**src/rtl/calc_engine.sv**
```systemverilog
// Four-function decimal calculator engine.
// Operands are entered as BCD digit keys, converted to binary (Horner),
// combined (add/sub/mul in one cycle, restoring division over BIN_W cycles),
// and converted back to BCD (double dabble) for display.
// Ports:
//   clock, reset_n                  clock and asynchronous active-low reset
//   dig_strobe/dig_code             digit key (codes 10-15 ignored)
//   op_strobe/op_code               operator key: 00 add, 01 sub, 10 mul, 11 div
//   ex/clr/bksp/ms/mr/mc_strobe     execute, clear, backspace, memory keys
//   disp_bcd, disp_neg, disp_sel    display value, sign and source
//   busy, err, mem_valid            status
module calc_engine #(
  parameter int unsigned DIGITS = 3,
  parameter int unsigned BIN_W  = 20
) (
  input  logic                  clock,
  input  logic                  reset_n,
  input  logic                  dig_strobe,
  input  logic [3:0]            dig_code,
  input  logic                  op_strobe,
  input  logic [1:0]            op_code,
  input  logic                  ex_strobe,
  input  logic                  clr_strobe,
  input  logic                  bksp_strobe,
  input  logic                  ms_strobe,
  input  logic                  mr_strobe,
  input  logic                  mc_strobe,
  output logic [4*2*DIGITS-1:0] disp_bcd,
  output logic                  disp_neg,
  output logic [1:0]            disp_sel,
  output logic                  busy,
  output logic                  err,
  output logic                  mem_valid
);

  localparam int unsigned OPD_W  = 4 * DIGITS;
  localparam int unsigned RES_W  = 8 * DIGITS;
  localparam int unsigned DCNT_W = $clog2(DIGITS + 1);
  localparam int unsigned STEP_W = $clog2(BIN_W + 1);

  localparam logic [1:0] OP_ADD = 2'b00;
  localparam logic [1:0] OP_SUB = 2'b01;
  localparam logic [1:0] OP_MUL = 2'b10;
  localparam logic [1:0] OP_DIV = 2'b11;

  typedef enum logic [2:0] {
    S_ENTER_A, S_ENTER_B, S_CONVERT, S_COMPUTE, S_FORMAT, S_RESULT, S_ERROR
  } state_t;

  state_t state, next_state;

  logic [OPD_W-1:0]  a_bcd, b_bcd, a_bcd_d, b_bcd_d;
  logic [DCNT_W-1:0] a_cnt, b_cnt, a_cnt_d, b_cnt_d;
  logic [1:0]        op_q, op_d;
  logic [BIN_W-1:0]  a_bin, b_bin, a_bin_d, b_bin_d;
  logic [BIN_W-1:0]  rem, rem_d;
  logic [BIN_W-1:0]  res_bin, res_bin_d;
  logic [RES_W-1:0]  res_bcd, res_bcd_d;
  logic              res_neg, res_neg_d;
  logic [RES_W-1:0]  mem_bcd, mem_bcd_d;
  logic              mem_neg, mem_neg_d;
  logic              mem_valid_d;
  logic [STEP_W-1:0] step, step_d;

  logic [RES_W-1:0]  disp_bcd_d;
  logic              disp_neg_d, busy_d, err_d;
  logic [1:0]        disp_sel_d;

  logic idle, dig_ok, sel_b;
  logic act_clr, act_ex, act_op, act_dig, act_bksp, act_mr, act_ms, act_mc;

  // Strobe arbitration: only the highest-priority pulse acts; busy blocks all but clear.
  assign idle   = !(state inside {S_CONVERT, S_COMPUTE, S_FORMAT});
  assign dig_ok = (dig_code <= 4'd9);
  assign sel_b  = (state == S_ENTER_B);

  always_comb begin
    act_clr  = clr_strobe;
    act_ex   = idle && !clr_strobe && ex_strobe;
    act_op   = idle && !clr_strobe && !ex_strobe && op_strobe;
    act_dig  = idle && !clr_strobe && !ex_strobe && !op_strobe && dig_strobe;
    act_bksp = idle && !clr_strobe && !ex_strobe && !op_strobe && !dig_strobe && bksp_strobe;
    act_mr   = idle && !clr_strobe && !ex_strobe && !op_strobe && !dig_strobe && !bksp_strobe
               && mr_strobe;
    act_ms   = idle && !clr_strobe && !ex_strobe && !op_strobe && !dig_strobe && !bksp_strobe
               && !mr_strobe && ms_strobe;
    act_mc   = idle && !clr_strobe && !ex_strobe && !op_strobe && !dig_strobe && !bksp_strobe
               && !mr_strobe && !ms_strobe && mc_strobe;
  end

  // State register.
  always_ff @(posedge clock or negedge reset_n) begin
    if (!reset_n) state <= S_ENTER_A;
    else          state <= next_state;
  end

  // Next-state logic.
  always_comb begin
    next_state = state;
    if (act_clr) begin
      next_state = S_ENTER_A;
    end else begin
      case (state)
        S_ENTER_A: if (act_op) next_state = S_ENTER_B;
        S_ENTER_B: if (act_ex) next_state = S_CONVERT;
        S_CONVERT: if (step == STEP_W'(DIGITS - 1)) next_state = S_COMPUTE;
        S_COMPUTE: begin
          if (op_q != OP_DIV)                     next_state = S_FORMAT;
          else if (b_bin == '0)                   next_state = S_ERROR;
          else if (step == STEP_W'(BIN_W - 1))    next_state = S_FORMAT;
        end
        S_FORMAT:  if (step == STEP_W'(BIN_W - 1)) next_state = S_RESULT;
        S_RESULT:  if (act_dig && dig_ok) next_state = S_ENTER_A;
        default:   ;
      endcase
    end
  end

  // Datapath next values.
  logic [OPD_W-1:0]  cur_bcd, nxt_bcd;
  logic [DCNT_W-1:0] cur_cnt, nxt_cnt, sig_cnt;
  logic              edit, mr_ok;
  logic [BIN_W:0]    rem_sh;
  logic [BIN_W-1:0]  q_sh;
  logic [RES_W-1:0]  dd_adj;

  always_comb begin
    a_bcd_d = a_bcd;  b_bcd_d = b_bcd;  a_cnt_d = a_cnt;  b_cnt_d = b_cnt;
    op_d = op_q;  a_bin_d = a_bin;  b_bin_d = b_bin;  rem_d = rem;
    res_bin_d = res_bin;  res_bcd_d = res_bcd;  res_neg_d = res_neg;
    mem_bcd_d = mem_bcd;  mem_neg_d = mem_neg;  mem_valid_d = mem_valid;
    step_d  = (!idle && next_state == state) ? step + STEP_W'(1) : '0;
    cur_bcd = sel_b ? b_bcd : a_bcd;
    cur_cnt = sel_b ? b_cnt : a_cnt;
    nxt_bcd = cur_bcd;
    nxt_cnt = cur_cnt;
    edit    = 1'b0;
    rem_sh  = {rem, a_bin[BIN_W-1]};
    q_sh    = a_bin << 1;
    sig_cnt = '0;
    for (int i = 0; i < int'(DIGITS); i++)
      if (mem_bcd[4*i +: 4] != 4'd0) sig_cnt = DCNT_W'(i + 1);
    mr_ok   = mem_valid && !mem_neg && (mem_bcd[RES_W-1:OPD_W] == '0);
    for (int i = 0; i < int'(2 * DIGITS); i++)
      dd_adj[4*i +: 4] = (res_bcd[4*i +: 4] >= 4'd5) ? res_bcd[4*i +: 4] + 4'd3
                                                      : res_bcd[4*i +: 4];

    if (act_clr) begin
      a_bcd_d = '0;  b_bcd_d = '0;  a_cnt_d = '0;  b_cnt_d = '0;  op_d = OP_ADD;
    end else begin
      case (state)
        S_ENTER_A, S_ENTER_B: begin
          if (act_ex) begin
            if (sel_b) begin
              // Horner accumulators and the dabble register must start from zero.
              a_bin_d = '0;  b_bin_d = '0;  rem_d = '0;
              res_bcd_d = '0;  res_neg_d = 1'b0;
            end
          end else if (act_op) begin
            op_d = op_code;
          end else if (act_dig) begin
            // A leading zero into an empty operand leaves it empty.
            if (dig_ok && cur_cnt != DCNT_W'(DIGITS) && !(cur_cnt == '0 && dig_code == 4'd0)) begin
              nxt_bcd = (cur_bcd << 4) | OPD_W'(dig_code);
              nxt_cnt = cur_cnt + DCNT_W'(1);
              edit    = 1'b1;
            end
          end else if (act_bksp) begin
            if (cur_cnt != '0) begin
              nxt_bcd = cur_bcd >> 4;
              nxt_cnt = cur_cnt - DCNT_W'(1);
              edit    = 1'b1;
            end
          end else if (act_mr) begin
            if (mr_ok) begin
              nxt_bcd = mem_bcd[OPD_W-1:0];
              nxt_cnt = sig_cnt;
              edit    = 1'b1;
            end
          end else if (act_mc) begin
            mem_bcd_d = '0;  mem_neg_d = 1'b0;  mem_valid_d = 1'b0;
          end
        end
        S_CONVERT: begin
          // Consume the most significant nibble each cycle: bin = bin*10 + digit.
          a_bin_d = (a_bin << 3) + (a_bin << 1) + BIN_W'(a_bcd[OPD_W-1 -: 4]);
          b_bin_d = (b_bin << 3) + (b_bin << 1) + BIN_W'(b_bcd[OPD_W-1 -: 4]);
          a_bcd_d = a_bcd << 4;
          b_bcd_d = b_bcd << 4;
        end
        S_COMPUTE: begin
          case (op_q)
            OP_ADD: res_bin_d = a_bin + b_bin;
            OP_SUB: begin
              if (a_bin >= b_bin) res_bin_d = a_bin - b_bin;
              else begin
                res_bin_d = b_bin - a_bin;
                res_neg_d = 1'b1;
              end
            end
            OP_MUL: res_bin_d = a_bin * b_bin;
            default: begin
              // Restoring division: a_bin shifts out the dividend and collects the quotient.
              if (b_bin != '0) begin
                if (rem_sh >= {1'b0, b_bin}) begin
                  rem_d   = BIN_W'(rem_sh - {1'b0, b_bin});
                  q_sh[0] = 1'b1;
                end else begin
                  rem_d = rem_sh[BIN_W-1:0];
                end
                a_bin_d = q_sh;
                if (step == STEP_W'(BIN_W - 1)) res_bin_d = q_sh;
              end
            end
          endcase
        end
        S_FORMAT: begin
          res_bcd_d = RES_W'({dd_adj, res_bin[BIN_W-1]});
          res_bin_d = res_bin << 1;
        end
        S_RESULT: begin
          if (act_dig) begin
            if (dig_ok) begin
              a_bcd_d = OPD_W'(dig_code);
              a_cnt_d = (dig_code != 4'd0) ? DCNT_W'(1) : '0;
              b_bcd_d = '0;  b_cnt_d = '0;  op_d = OP_ADD;
            end
          end else if (act_ms) begin
            mem_bcd_d = res_bcd;  mem_neg_d = res_neg;  mem_valid_d = 1'b1;
          end else if (act_mc) begin
            mem_bcd_d = '0;  mem_neg_d = 1'b0;  mem_valid_d = 1'b0;
          end
        end
        S_ERROR: begin
          if (act_mc) begin
            mem_bcd_d = '0;  mem_neg_d = 1'b0;  mem_valid_d = 1'b0;
          end
        end
        default: ;
      endcase
    end

    if (edit) begin
      if (sel_b) begin b_bcd_d = nxt_bcd;  b_cnt_d = nxt_cnt; end
      else       begin a_bcd_d = nxt_bcd;  a_cnt_d = nxt_cnt; end
    end
  end

  // Datapath registers.
  always_ff @(posedge clock or negedge reset_n) begin
    if (!reset_n) begin
      a_bcd <= '0;  b_bcd <= '0;  a_cnt <= '0;  b_cnt <= '0;  op_q <= OP_ADD;
      a_bin <= '0;  b_bin <= '0;  rem <= '0;  res_bin <= '0;
      res_bcd <= '0;  res_neg <= 1'b0;
      mem_bcd <= '0;  mem_neg <= 1'b0;  mem_valid <= 1'b0;
      step <= '0;
    end else begin
      a_bcd <= a_bcd_d;  b_bcd <= b_bcd_d;  a_cnt <= a_cnt_d;  b_cnt <= b_cnt_d;  op_q <= op_d;
      a_bin <= a_bin_d;  b_bin <= b_bin_d;  rem <= rem_d;  res_bin <= res_bin_d;
      res_bcd <= res_bcd_d;  res_neg <= res_neg_d;
      mem_bcd <= mem_bcd_d;  mem_neg <= mem_neg_d;  mem_valid <= mem_valid_d;
      step <= step_d;
    end
  end

  // Output logic, decoded from the state being entered so outputs align with it.
  always_comb begin
    disp_bcd_d = disp_bcd;
    disp_neg_d = disp_neg;
    disp_sel_d = disp_sel;
    busy_d     = next_state inside {S_CONVERT, S_COMPUTE, S_FORMAT};
    err_d      = (next_state == S_ERROR);
    case (next_state)
      S_ENTER_A: begin disp_bcd_d = RES_W'(a_bcd_d); disp_neg_d = 1'b0;      disp_sel_d = 2'b00; end
      S_ENTER_B: begin disp_bcd_d = RES_W'(b_bcd_d); disp_neg_d = 1'b0;      disp_sel_d = 2'b01; end
      S_RESULT:  begin disp_bcd_d = res_bcd_d;       disp_neg_d = res_neg_d; disp_sel_d = 2'b10; end
      S_ERROR:   begin disp_bcd_d = '0;              disp_neg_d = 1'b0;      disp_sel_d = 2'b11; end
      default:   ;
    endcase
  end

  // Output registers.
  always_ff @(posedge clock or negedge reset_n) begin
    if (!reset_n) begin
      disp_bcd <= '0;  disp_neg <= 1'b0;  disp_sel <= 2'b00;  busy <= 1'b0;  err <= 1'b0;
    end else begin
      disp_bcd <= disp_bcd_d;  disp_neg <= disp_neg_d;  disp_sel <= disp_sel_d;
      busy <= busy_d;  err <= err_d;
    end
  end

endmodule

```
**config.mk**
```make
export PLATFORM = sky130hd
export DESIGN_NAME = calc_engine
export DESIGN_NICKNAME = d
export VERILOG_FILES = /design/src/rtl/calc_engine.sv
export SDC_FILE = /design/constraint.sdc
export NUM_CORES = 1
export LEC_CHECK = 0
export ABC_CLOCK_PERIOD_IN_PS = 8300
export CAP_MARGIN = 20
export CORE_MARGIN = 3
export CORE_UTILIZATION = 37
export CTS_BUF_LIST = sky130_fd_sc_hd__clkbuf_8
export CTS_CLUSTER_DIAMETER = 50
export CTS_CLUSTER_SIZE = 14
export DETAILED_ROUTE_END_ITERATION = 10
export GPL_TIMING_DRIVEN = 1
export PLACE_DENSITY_LB_ADDON = 0.12
export SLEW_MARGIN = 5
export SYNTH_ARGS = -nofsm -noshare
export SYNTH_HDL_FRONTEND = slang
export SYNTH_SLANG_ARGS = --single-unit
```
**constraint.sdc**
```tcl
create_clock -name clock -period 8.3 [get_ports clock]
set_input_delay 2.075 -clock clock [delete_from_list [all_inputs] [get_ports clock]]
set_output_delay 2.075 -clock clock [all_outputs]
set_load 0.02 [all_outputs]
```
---- Word-level counts from Yosys, hierarchy flattened ----
Cells that the tools add are included.
storage, ports and cells
  flip-flop bits (word level) ............. 198
  latch bits .............................. 0
  bits in writable memories ............... 0
  ROM bits ................................ 0
  output and inout port bits .............. 30
  memories ................................ 0
cells by class
  add/sub/neg operators ................... 17
  multiply operators ...................... 1
  div/mod/pow operators ................... 0
  magnitude comparators ................... 9
  equality and inequality tests ........... 35
  shifts and indexed selects .............. 0
  muxes and demuxes ....................... 139
  bitwise logic cells ..................... 2
  reductions and logical operators ........ 63
operator list
  cell                                                                   count
  24-bit two-way mux                                                     11
  12-bit two-way mux                                                     21
  20-bit two-way mux                                                     10
  20-bit one-hot mux with 2 select lines                                 3
  20-bit one-hot mux with 3 select lines                                 2
  24-bit one-hot mux with 4 select lines                                 1
  24-bit one-hot mux with 3 select lines                                 1
  20-bit adder                                                           3
  2-bit two-way mux                                                      30
  20-bit subtractor                                                      3
  12-bit one-hot mux with 2 select lines                                 2
  24-bit one-hot mux with 2 select lines                                 1
  20-bit by 4-bit adder with 20-bit output                               2
  1-bit two-way mux                                                      34
  3-bit two-way mux                                                      10
  4-bit by 3-bit >= comparator with 1-bit output, second input constant  6
  2-bit != test, second input constant                                   11
  21-bit by 20-bit >= comparator with 1-bit output                       1
  1-bit logical AND                                                      21
  4-bit by 2-bit adder with 4-bit output, second input constant          5
  20-bit >= comparator                                                   1
  20-bit zero test                                                       1
  20-bit by 20-bit multiplier with 20-bit output                         1
  4-bit two-way mux                                                      5
  39 further kinds                                                       80

---- Depth between registers and ports, before layout ----
  word-level depth ........................ 19
  gate-level depth with buffers ........... 28

---- Least setup slack after synthesis ----
No wires, ideal clock.
  path type ............................... reg2reg
  start ................................... register b_bin[2]
  end ..................................... register res_bin[19]
  arrival ................................. 6842 ps
  required time ........................... 8168 ps
  path slack .............................. 1326 ps
  cell stages (with the launch flop) ...... 28
  path buffers ............................ 1
  clock period less this slack ............ 6974 ps
  path through ............................ dfrtp_1 inv_1 buf_1 nor2_1 fa_1 fa_1 inv_1 fa_1 inv_1 fa_1 inv_1 fa_1 inv_1 fa_1 inv_1 fa_1 inv_1 ha_1 a21o_1 a21o_1 a21oi_1 o21ai_0 a211o_1 a21o_1 a21oi_1 xnor2_1 a221oi_1 a21oi_1
on the way
  longest elaborated chain between the ends .. 4
  elaborated cells between the ends (all ways) .. 11
  classes of those cells .................. add/sub (3); mul (1); order compare (1); eq/ne (1); mux (3); reduce/logical (2)
ends and longest elaborated chain
  what                                                                                                    RTL line  RTL
  start, declared                                                                                         55        logic [BIN_W-1:0] a_bin, b_bin, a_bin_d, b_bin_d;
  start signal, assigned                                                                                  259       a_bin <= a_bin_d; b_bin <= b_bin_d; rem <= rem_d; res_bin <= res_bin_d;
  parallel branches: the longest is 4 deep, another holds 20-bit by 20-bit multiplier with 20-bit output  n/a
  end signal, assigned                                                                                    259
  end, declared                                                                                           57        logic [BIN_W-1:0] res_bin, res_bin_d;
Several ways; the timed one is not identified.
A chain may end at the register's enable or synchronous reset.

---- Worst setup path after layout ----
  start ................................... register a_bin[3]
  end ..................................... register res_bin[19]
on the way
  longest elaborated chain between the ends .. 4
  elaborated cells between the ends (all ways) .. 8
  classes of those cells .................. add/sub (3); mul (1); order compare (1); mux (3)
ends and longest elaborated chain
  what                                                                                                    RTL line  RTL
  start, declared                                                                                         55
  start signal, assigned                                                                                  259
  parallel branches: the longest is 2 deep, another holds 20-bit by 20-bit multiplier with 20-bit output  n/a
  20-bit one-hot mux with 3 select lines *                                                                192       case (op_q)
  20-bit one-hot mux with 2 select lines *                                                                151       case (state)
Every way passes the cells marked *.

==> impl_results.md <==
- Area leader, netlist: dfrtp_1
- CTS resizes: 0
- Fin crit share: 89.6%
- Met3 Wirelength: a little under 4 mm
- M1 WL: about 35 mm
- DRT iter0 DRCs: 1768
- Post-Route WL: about 82 mm
- RSZ-0062 raised after global routing: false
- Number of synthesized register bits: just under 200
- Setup tns final: 0 ns
- CTS H-tree lvls: 4
- Most common cell in the synthesized netlist: nand2_1
- Layout area overhead: 8.01%
- Slowest stage delay, CP: 0.74 ns
- Antenna-violating nets left: 0
- Die H: ~250 um
- Wire per inst: between 20 and 25 um
- Cell area after synthesis: ~22000 um2
- Total number of vias: between 15000 and 20000
- Crit path DAT: slightly below 8 ns
- Achievable Freq: about 0.13 GHz
- Top cells by count, synth: nand2_1 (303), inv_1 (272), nor2_1 (250), ha_1 (237), dfrtp_1 (198)
- Data required time at the worst endpoint: ~8.8 ns
- Fin nets: 3033
- Post-DP HPWL: roughly 62 mm
- Final setup violation count: 0
- Die width: about 250 um
- Antenna diode count: 0
- Filler cells: roughly 6000
- CTS Sinks: roughly 200
- Slowest CP cell: dfrtp_1
- Hold Violations, Final: 0
- Power Density: roughly 300 nW/um2
- Top_reg_cell synth: dfrtp_1
- P_leak: between 10 and 15 nW
- Routed vias/inst: 5.85
- Clock Skews: approximately 0.032 ns
- DRC Markers: 0
- Netlist cell types: 86
- Syn Nets: approximately 3000
- Peak supply drop: roughly 120 uV
- Congestion Overflow GR: 0
- Post-CTS Setup Bufs: 0
- Placed Cells: between 3000 and 4000
- Worst Max-Slew Pin Slew: 1.14 ns
- Worst hold path class: flip-flop to flip-flop
- Min cycle time layout: approximately 7.4 ns
- First-pass GRT wire length: roughly 120 mm
- RD Place Congestion: 0.926
- Tightest slew margin relative to the limit: between 20% and 30%
- Top sig layer: met4
- CP cell instances: inv_1 -> nor2_1 -> fa_1 -> fa_1 -> ha_1 -> fa_1 -> inv_1 -> fa_1 -> inv_1 -> fa_1 -> inv_1 -> fa_1 -> inv_1 -> ha_1 -> a21o_1 -> a21o_1 -> a21oi_1 -> o21ai_0 -> a211o_1 -> a21o_1 -> a21oi_1 -> xnor2_1 -> a221oi_1 -> a21oi_1
- EDFF count, synth: 0
- Clock buffer depth: 2
- Most frequent CP cell: fa_1
- Crit start category: flip-flop
- Layout cells sized above 1: approximately 4.9%
- TritonCTS clock tree: built
- Cells after synthesis: between 2000 and 3000
- Die ar.: approximately 63000 um2
- Outcome: finished, final reports clean
- Synth Area per Inst: 8.34 um2
- Number of global-route vias before repair: around 20000
- Yosys warns: 0
- Clk Latency, worst-skew pair: roughly 0.6 ns
- Total GRT Usage: about a quarter
- Crit path kind: flip-flop to flip-flop
- Asr flop ratio synth: 100%
- Setup crit end kind: flip-flop
- Routed length on met2: approximately 39 mm
- Core area: about 58000 um2
- Fin cells: 3413
- Slew Viols, Final: 0
- Initial antenna violation count: 0
- Clock slew at reported path FFs: 0.14 ns
- PortBufs: between 40 and 50
- 1st-pass router iterations: 6
- I/O Pins: 46
- Largest net degree at the start of global routing: 75
- Synth top area cells: dfrtp_1 (22%), ha_1 (13%), fa_1 (13%)
- Clock root buffer: clkbuf_8
- Share of the synthesized area in the top cell type: 22.4%
- Seq/Total Area, Yosys: 22.4%
- Max Cap Viol: 0
- Largest fanout on the critical path: 13
- Initial core utilization: between 30% and 40%
- # rows: roughly 90
- Hold buffers post-CTS: 0
- CTS buffer count: 17
-- power by group --
group          internal [mW]  total, mW  switching [mW]
registers               1.12       1.37           0.248
logic                   1.86       5.06            3.20
clock network          0.233      0.693           0.461
total                   3.21       7.12            3.91
-- routing by layer --
layer	up-vias	track usage, %
met2	671	43.6
met5	-	0
met1	10000	33.4
li1	9148	-
met4	0	11.2
met3	155	3.23
-- worst paths after layout --
| check | from | endpoint | slack (ns) | depth (start not counted) |
|---|---|---|---|---|
| worst min-delay path | res_bin[4] | res_bin[4] | 0.50 | 2 |
| worst min register to register | res_bin[4] | res_bin[4] | 0.50 | 2 |
| worst max register to register | a_bin[3] | res_bin[19] | 0.86 | 24 |
| worst max-delay path | a_bin[3] | res_bin[19] | 0.86 | 24 |
| max in group asynchronous | reset_n | rem[7] | 5.54 | 2 |
| min in group asynchronous | reset_n | disp_bcd[22] | 1.45 | 1 |
-- critical path: cells and delay by family, from the launching register on --
kind / cells / cell delay, ns
and+or+nand+nor: 1 / 0.28
xor gates and xnor gates: 1 / 0.12
buffers and inverters: 5 / 0.75
DFF: 1 / 0.74
AOI/OAI and AO/OA: 9 / 1.82
adders and majority gates: 8 / 3.64
-- metrics by stage --
| step | power (mW) | hold slack [ns] | cell area [um2] | utilization (%) | worst slack [ns] |
|---|---|---|---|---|---|
| floorplan | 4.76 | 0.448 | 22100 | - | 1.33 |
| global placement | 6.33 | 0.465 | 23400 | 40.1 | 0.955 |
| detailed placement | 6.37 | 0.472 | 23400 | 40.1 | 0.833 |
| CTS | 7.09 | 0.502 | 23800 | 40.8 | 0.839 |
| global route | 7.65 | 0.524 | 23900 | 40.9 | 0.514 |
| finish | 7.12 | 0.498 | 23900 | 40.9 | 0.861 |
-- area by class of cell --
| type | instances | area (um2) | share of cell area, % |
|---|---|---|---|
| flip-flops and latches | 198 | 4950 | 20.8 |
| repair buffers | 105 | 928 | 3.89 |
| clock buffers | 17 | 234 | 0.981 |
| multi-input cells | 2030 | 15500 | 65.1 |
| well taps | 765 | 957 | 4.01 |
| inverters | 283 | 1060 | 4.45 |
| clock inverters | 15 | 183 | 0.766 |
-- state kept, by name (all words and copies together) (netlist names) --
| name | cells |
|---|---|
| a_bcd | 12 |
| rem | 20 |
| a_bin | 20 |
| mem_bcd | 24 |
| step | 5 |
| state | 3 |
| mem_neg | 1 |
| busy | 1 |
| res_bin | 20 |
| b_bin | 20 |
| disp_bcd | 24 |
| mem_valid | 1 |
| res_neg | 1 |
| b_bcd | 12 |
| disp_sel | 2 |
| res_bcd | 24 |
| disp_neg | 1 |
| op_q | 2 |
| b_cnt | 2 |
| err | 1 |
| a_cnt | 2 |
-- logic make-up (layout without fill, tap and decap cells) --
kind of cell             after synthesis  count (layout)  share of synthesized area [%]
multiplexers                          58              58                           2.74
buffers and inverters                419             420                           7.32
adder cells (fa/ha/maj)              382             382                           26.6
flip-flops                           198             198                           22.4
AND/OR/NAND/NOR                      781             781                           15.6
AO/OA/AOI/OAI                        697             697                           20.9
XOR/XNOR                             112             112                           4.44
-- placed cells by master (no fill, tap or decap), types with 16 or more instances in the layout --
cell / n
a21oi_1: 190
nand2b_1: 30
clkdlybuf4s50_1: 44
nand2_1: 303
inv_1: 273
ha_1: 237
fa_1: 145
clkbuf_8: 18
a221oi_1: 41
xnor2_1: 85
xor2_1: 27
nor2_1: 248
mux2i_1: 46
a21o_1: 27
a22o_1: 25
o31ai_1: 27
nand3_1: 30
o21a_1: 23
buf_4: 58
a211oi_1: 25
o21ai_0: 143
dfrtp_1: 198
nor3_1: 50
o32ai_1: 16
o22ai_1: 28
nor2b_1: 32
Power figures use the tool's default switching activity.
